<file path="src/rtl/lp805x_sync_pkg.sv">
// Shared constants for the lp805x CDC sync FIFO and its write-side producer.
package lp805x_sync_pkg;

  localparam int SYNC_DATA_WIDTH = 40;
  localparam int BYTE_W          = 8;

  // Bit offset of byte lane `lane` within a packed word.
  function automatic int unsigned lane_bits(input int unsigned lane);
    return lane * BYTE_W;
  endfunction

endpackage

</file>
<file path="src/rtl/lp805x_syncw_tx.sv">
// Write-side producer for the lp805x sync FIFO: packs bytes little-endian into
// words, with one holding register feeding the wput/wrdy handshake.
module lp805x_syncw_tx
  import lp805x_sync_pkg::*;
#(
  parameter int DATA_WIDTH = SYNC_DATA_WIDTH,
  parameter int CNT_W      = 8
) (
  input  logic                  wclk,
  input  logic                  rst,
  input  logic                  clr,
  input  logic [7:0]            in_data,
  input  logic                  in_valid,
  input  logic                  in_last,
  output logic                  in_rdy,
  output logic [DATA_WIDTH-1:0] data_out,
  output logic                  wput,
  input  logic                  wrdy,
  output logic                  busy,
  output logic [CNT_W-1:0]      words_sent
);

  localparam int BYTES = DATA_WIDTH / BYTE_W;
  localparam int CW    = (BYTES > 1) ? $clog2(BYTES) : 1;

  logic [DATA_WIDTH-1:0] asm_q;
  logic [DATA_WIDTH-1:0] hold_q;
  logic [DATA_WIDTH-1:0] asm_new;
  logic [DATA_WIDTH-1:0] lane_data;
  logic [CW-1:0]         cnt_q;
  logic                  full_q;
  logic                  hold_v_q;
  logic                  acc_b;
  logic                  acc_w;
  logic                  hold_free;
  logic                  complete;
  logic                  load_hold;

  assign in_rdy    = ~full_q;
  assign acc_b     = in_valid & ~full_q;
  assign acc_w     = hold_v_q & wrdy;
  assign hold_free = ~hold_v_q | acc_w;
  assign complete  = acc_b & ((cnt_q == CW'(BYTES - 1)) | in_last);

  // Lanes above cnt are still zero in asm, so OR-ing the new lane is enough;
  // this is also what zero-fills an early-closed word.
  assign lane_data = DATA_WIDTH'(in_data) << lane_bits(32'(cnt_q));
  assign asm_new   = asm_q | lane_data;

  // A pending full asm has priority; no byte can arrive while it waits.
  assign load_hold = hold_free & (full_q | complete);

  always_ff @(posedge wclk or posedge rst) begin
    if (rst) begin
      asm_q      <= '0;
      hold_q     <= '0;
      cnt_q      <= '0;
      full_q     <= 1'b0;
      hold_v_q   <= 1'b0;
      words_sent <= '0;
    end else if (clr) begin
      asm_q      <= '0;
      hold_q     <= '0;
      cnt_q      <= '0;
      full_q     <= 1'b0;
      hold_v_q   <= 1'b0;
      words_sent <= '0;
    end else begin
      if (acc_w) begin
        hold_v_q   <= 1'b0;
        words_sent <= words_sent + CNT_W'(1);
      end
      // A refill on the accepting edge overrides the clear above: no bubble.
      if (load_hold) begin
        hold_q   <= full_q ? asm_q : asm_new;
        hold_v_q <= 1'b1;
        asm_q    <= '0;
        cnt_q    <= '0;
        full_q   <= 1'b0;
      end else if (acc_b) begin
        asm_q <= asm_new;
        if (complete) begin
          full_q <= 1'b1;
        end else begin
          cnt_q <= cnt_q + CW'(1);
        end
      end
    end
  end

  assign wput     = hold_v_q;
  assign data_out = hold_q;
  assign busy     = (cnt_q != '0) | full_q | hold_v_q;

endmodule

</file>
<file path="config.mk">
export PLATFORM = sky130hd
export DESIGN_NAME = lp805x_syncw_tx
export DESIGN_NICKNAME = d
export VERILOG_FILES = /design/src/rtl/lp805x_sync_pkg.sv /design/src/rtl/lp805x_syncw_tx.sv
export SDC_FILE = /design/constraint.sdc
export NUM_CORES = 1
export LEC_CHECK = 0
export ABC_AREA = 1
export CAP_MARGIN = 20
export CORE_ASPECT_RATIO = 1.4
export CORE_MARGIN = 5
export CORE_UTILIZATION = 57
export CTS_BUF_LIST = sky130_fd_sc_hd__clkbuf_4 sky130_fd_sc_hd__clkbuf_8
export DETAILED_ROUTE_END_ITERATION = 10
export GPL_TIMING_DRIVEN = 0
export PLACE_DENSITY = 0.82
export SETUP_SLACK_MARGIN = 0.5
export SLEW_MARGIN = 20
export SYNTH_ARGS = -nofsm -noshare
export SYNTH_HDL_FRONTEND = slang
export SYNTH_SLANG_ARGS = --single-unit
</file>
<file path="constraint.sdc">
create_clock -name wclk -period 3.4 [get_ports wclk]
set_input_delay 0.68 -clock wclk [delete_from_list [all_inputs] [get_ports wclk]]
set_output_delay 0.68 -clock wclk [all_outputs]
set_load 0.01 [all_outputs]
</file>
Word-level counts from Yosys, hierarchy flattened
Index checks and enable logic that the tools add are counted.

storage, ports and cells
  register bits after elaboration = 93
  word-level logic and storage cells = 50

operators by class
  add/sub/neg operators = 2
  equal/unequal tests = 2
  shift operators = 1
  mux-type cells = 19
  bitwise operators = 12
  reductions and logical operators = 8

operators with widths
  cell                                                    number
  2-to-1 mux 40 bit                                       6
  bitwise OR 40 bit                                       1
  left shift 8 x 6 -> 40 bit                              1
  2-to-1 mux 8 bit                                        2
  2-to-1 mux 3 bit                                        4
  nonzero test 3 bit                                      4
  adder 8 x 1 -> 8 bit (second input constant)            1
  2-to-1 mux 1 bit                                        7
  bitwise OR 1 bit                                        5
  AND 1 bit                                               4
  AND reduction 2 bit                                     2
  nonzero test 2 bit                                      2
  adder 3 x 1 -> 3 bit (second input constant)            1
  equality test 3 bit (second input constant)             1
  inequality test 3 x 2 -> 1 bit (second input constant)  1
  inverter 1 bit                                          2

Depth between registers and ports, before layout
  word-level depth = 7
  mapped depth = 13
  depth with buffers taken out = 10

Worst setup path after synthesis
No wires, ideal clock.

  path kind = reg2reg
  start point = register cnt_q[0]
  end point = register asm_q[32]
  library setup time = 0.066 ns
  arrival = 1.676 ns
  slack = 1.658 ns
  stages on the path, launching flop included = 14
  path buffers = 4
  cells stage by stage = dfrtp_1 buf_2 buf_2 inv_1 ha_1 nand2_1 nand2_1 nand2_2 nand2_2 nand2_4 buf_6 buf_6 nand4_1 nand2_1

between the ends
  cells in the longest elaborated chain, start to end = 7
  elaborated cells between the ends (all ways) = 11

RTL lines
  what                    line                   source
  from (decl)             lp805x_syncw_tx.sv:30  logic [CW-1:0] cnt_q;
  from (signal assigned)  lp805x_syncw_tx.sv:85  cnt_q <= cnt_q + CW'(1);
  equality test 3 bit     lp805x_syncw_tx.sv:43  assign complete = acc_b & ((cnt_q == CW'(BYTES - 1)) | in_last);
  bitwise OR 1 bit        lp805x_syncw_tx.sv:43
  AND 1 bit               lp805x_syncw_tx.sv:43
  bitwise OR 1 bit        lp805x_syncw_tx.sv:51  assign load_hold = hold_free & (full_q | complete);
  AND 1 bit               lp805x_syncw_tx.sv:51
  2-to-1 mux 40 bit       lp805x_syncw_tx.sv:74  if (load_hold) begin
  2-to-1 mux 40 bit       lp805x_syncw_tx.sv:61  end else if (clr) begin
  to (signal assigned)    lp805x_syncw_tx.sv:81  asm_q <= asm_new;
  to (decl)               lp805x_syncw_tx.sv:26  logic [DATA_WIDTH-1:0] asm_q;

Parallel ways exist; a longest one is shown, timed or not. The select of a mux whose other input is x is not followed.
A chain may end at the register's enable or synchronous reset.

Worst setup path in the final report
  start point = register cnt_q[0]
  end point = output busy

between the ends
  cells in the longest elaborated chain, start to end = 3

RTL lines
  what                           line                   source
  nonzero test 3 bit             lp805x_syncw_tx.sv:93  assign busy = (cnt_q != '0) | full_q | hold_v_q;
  bitwise OR 1 bit (2 in a row)  lp805x_syncw_tx.sv:93
  to (decl)                      lp805x_syncw_tx.sv:19  output logic busy,

Every way passes these cells.

==> impl_metrics.json <==
{
  "min_period_over_period_pct": 82.1,
  "fillers": 678,
  "synth-seq-cells": 93,
  "drc": 0,
  "vias": 4774,
  "areaGrowthSynthToFinish_pct": 21.3,
  "track_usage_pct": 26.5,
  "die_area_sq_um": 10500,
  "worstPathCellList": "buf_2, buf_2, inv_1, ha_1, nand4_1, clkdlybuf4s50_1",
  "design_area_sq_um": 5910,
  "critPathRequiredTime_ps": 2720,
  "rows": 40,
  "nets": 746,
  "drt_iter0_drc": 363,
  "synth_cell_types": 21,
  "start_kind": "register",
  "die_w_um": 88.2,
  "ir_drop_mv": 0.246,
  "slowest_stage": "clkdlybuf4s50_1",
  "drv_cap": 0,
  "port_buffers": 64,
  "cts_root_buffer": "clkbuf_8",
  "seq_area_sq_um": 2330,
  "coreArea_sq_um": 8460,
  "tightest_slew_ps": 581,
  "antennaDiodeCount": 0,
  "overflow": 0,
  "netlist_instances": 651,
  "power_density_nw_per_um2": 387,
  "period_minus_slack_ps": 2790,
  "wirelength_mm": 13.4,
  "hold_class": "reg2reg",
  "clk_pin_slew_worst_paths_ps": 90,
  "cts_hold_repair.buffers": 0,
  "cts_tree": "done",
  "gp_congestion": 0.967,
  "postSynthAreaPerCell_sq_um": 7.49,
  "path_class": "reg2out",
  "grt_max_degree": 35,
  "drtAntennaViolNets": 0,
  "numCtsBuffers": 9,
  "dp_hpwl_mm": 9.65,
  "grt_pass1_wl_mm": 22.1,
  "antenna_found_initial": 0,
  "post_cts_buffers": 0,
  "clock_path_buffers": 2,
  "max_stage_delay_ps": 550,
  "cp_top_family": "buffers and inverters",
  "htreeDepth": 3,
  "max_freq_mhz": 358,
  "worstPathArrival_ps": 2110,
  "synth_nets": 668,
  "io_pins": 65,
  "tns_ps": 0,
  "slew_headroom_pct": 61.2,
  "place_area_sq_um": 5710,
  "seq_area_frac_synth_pct": 47.7,
  "hold_viol_final": 0,
  "cts_resized": 0,
  "end_kind": "output port",
  "post_drt_wl_per_cell_um": 16.0,
  "rsz0062_at_grt": "false",
  "die_h_um": 119,
  "insertion_delay_ps": 380,
  "p_leak_nw": 3.10,
  "drtPass1Iterations": 5,
  "synth_warnings": 0,
  "start_util_pct": 57.6,
  "layout-drive-gt1-share_pct": 6.68,
  "finClkSkew_ps": 8.86,
  "grt_pass1_vias": 4624,
  "viasPerCell": 5.69,
  "cts.sinks": 93,
  "multi_input_area_sq_um": 2040,
  "drv_slew": 0,
  "path_buf_inv": 4,
  "synth_area_sq_um": 4880,
  "path_max_fanout": 10,
  "outcome": "finished, final reports clean",
  "finalSetupViolations": 0,
  "crit_top_cell": "buf_2"
}
final cells by class:
cell class | instances | area share, %
flip-flops and latches | 93 | 39.4
multi-input cells | 445 | 34.5
repair buffers | 67 | 11.8
inverters | 70 | 4.51
plain buffers | 43 | 4.15
clock buffers | 16 | 3.41
well taps | 105 | 2.22
Yosys cell counts (all sizes together):
library cell  count  area (sq um)
nand2           218           831
o31ai             8          60.1
nand3            97           485
o21ai            43           215
inv              70           263
dfrtp            93          2330
buf              29           193
nand4            43           269
or2               1          6.26
nor2             24          95.1
a31oi             1          6.26
nor3              5          25.0
clkbuf           14          52.6
ha                3          37.5
a21oi             2          10.0
stage by stage:
stage | utilization (%) | std cells | hold WS (ps) | worst slack [ps] | power, mW
final | 69.9 | 839 | 510 | 607 | 2.29
after global routing | 69.9 | 839 | 532 | 522 | 2.38
after CTS | 69.9 | 839 | 514 | 614 | 2.30
after detailed placement | 67.5 | 823 | 493 | 940 | 1.55
after global placement | 66.8 | 820 | 489 | 658 | 1.54
after floorplan | - | 651 | 476 | 1630 | 1.40
cells in the final DEF, fill, tap and decap left out:
cell,netlist,layout
a21oi_1,2,2
a31oi_1,1,1
buf_1,7,7
buf_12,0,3
buf_2,13,13
buf_6,9,9
clkbuf_1,14,14
clkbuf_4,0,3
clkbuf_8,0,13
clkdlybuf4s50_1,0,64
clkinvlp_4,0,1
dfrtp_1,93,93
ha_1,3,3
inv_1,68,67
inv_2,2,2
nand2_1,215,215
nand2_2,2,2
nand2_4,1,1
nand3_1,97,97
nand4_1,43,43
nor2_1,22,22
nor2_2,2,2
nor3_1,5,5
o21ai_0,43,43
o31ai_1,8,8
or2_1,1,1
tightest hold or removal path: stages, from the launching register on:
cell	delay [ps]
dfrtp_1	350
nand3_1	70
nand2_1	60
power breakdown:
group          switching, mW  internal, mW  leakage [nW]  total [mW]
Clock                  0.380         0.372         0.107       0.752
Sequential            0.0192          1.13          1.29        1.15
Combinational          0.257         0.131          1.70       0.388
sequential cells by signal, indices dropped and copies added (netlist names):
name        count
words_sent      8
cnt_q           3
asm_q          40
wput            1
full_q          1
data_out       40
metal layers:
layer	vias up	routed length (um)	track usage, %
li1	2271	-	-
met1	2248	5460	35.0
met2	214	6450	41.8
met3	41	938	3.25
met4	0	577	14.4
met5	-	0	0
cell families (layout without fill, tap and decap cells):
logic type / Yosys count / in the layout / share of synthesized area, %
AND/OR/NAND/NOR: 388 / 388 / 35.1
AO/OA/AOI/OAI: 54 / 54 / 5.98
buffers and inverters: 113 / 196 / 10.4
flip-flops: 93 / 93 / 47.7
adder cells (fa/ha/maj): 3 / 3 / 0.770
worst paths after layout:
path,depth (start not counted),start,slack [ps],to
max,6,cnt_q[0],610,busy
min reg2reg,2,data_out[30],510,data_out[30]
min,2,data_out[30],510,data_out[30]
max reg2reg,13,cnt_q[0],1270,data_out[20]
max in group asynchronous,4,rst,2160,asm_q[4]
min in group asynchronous,2,rst,610,data_out[24]
No activity file was read; power rests on OpenSTA's default activity.
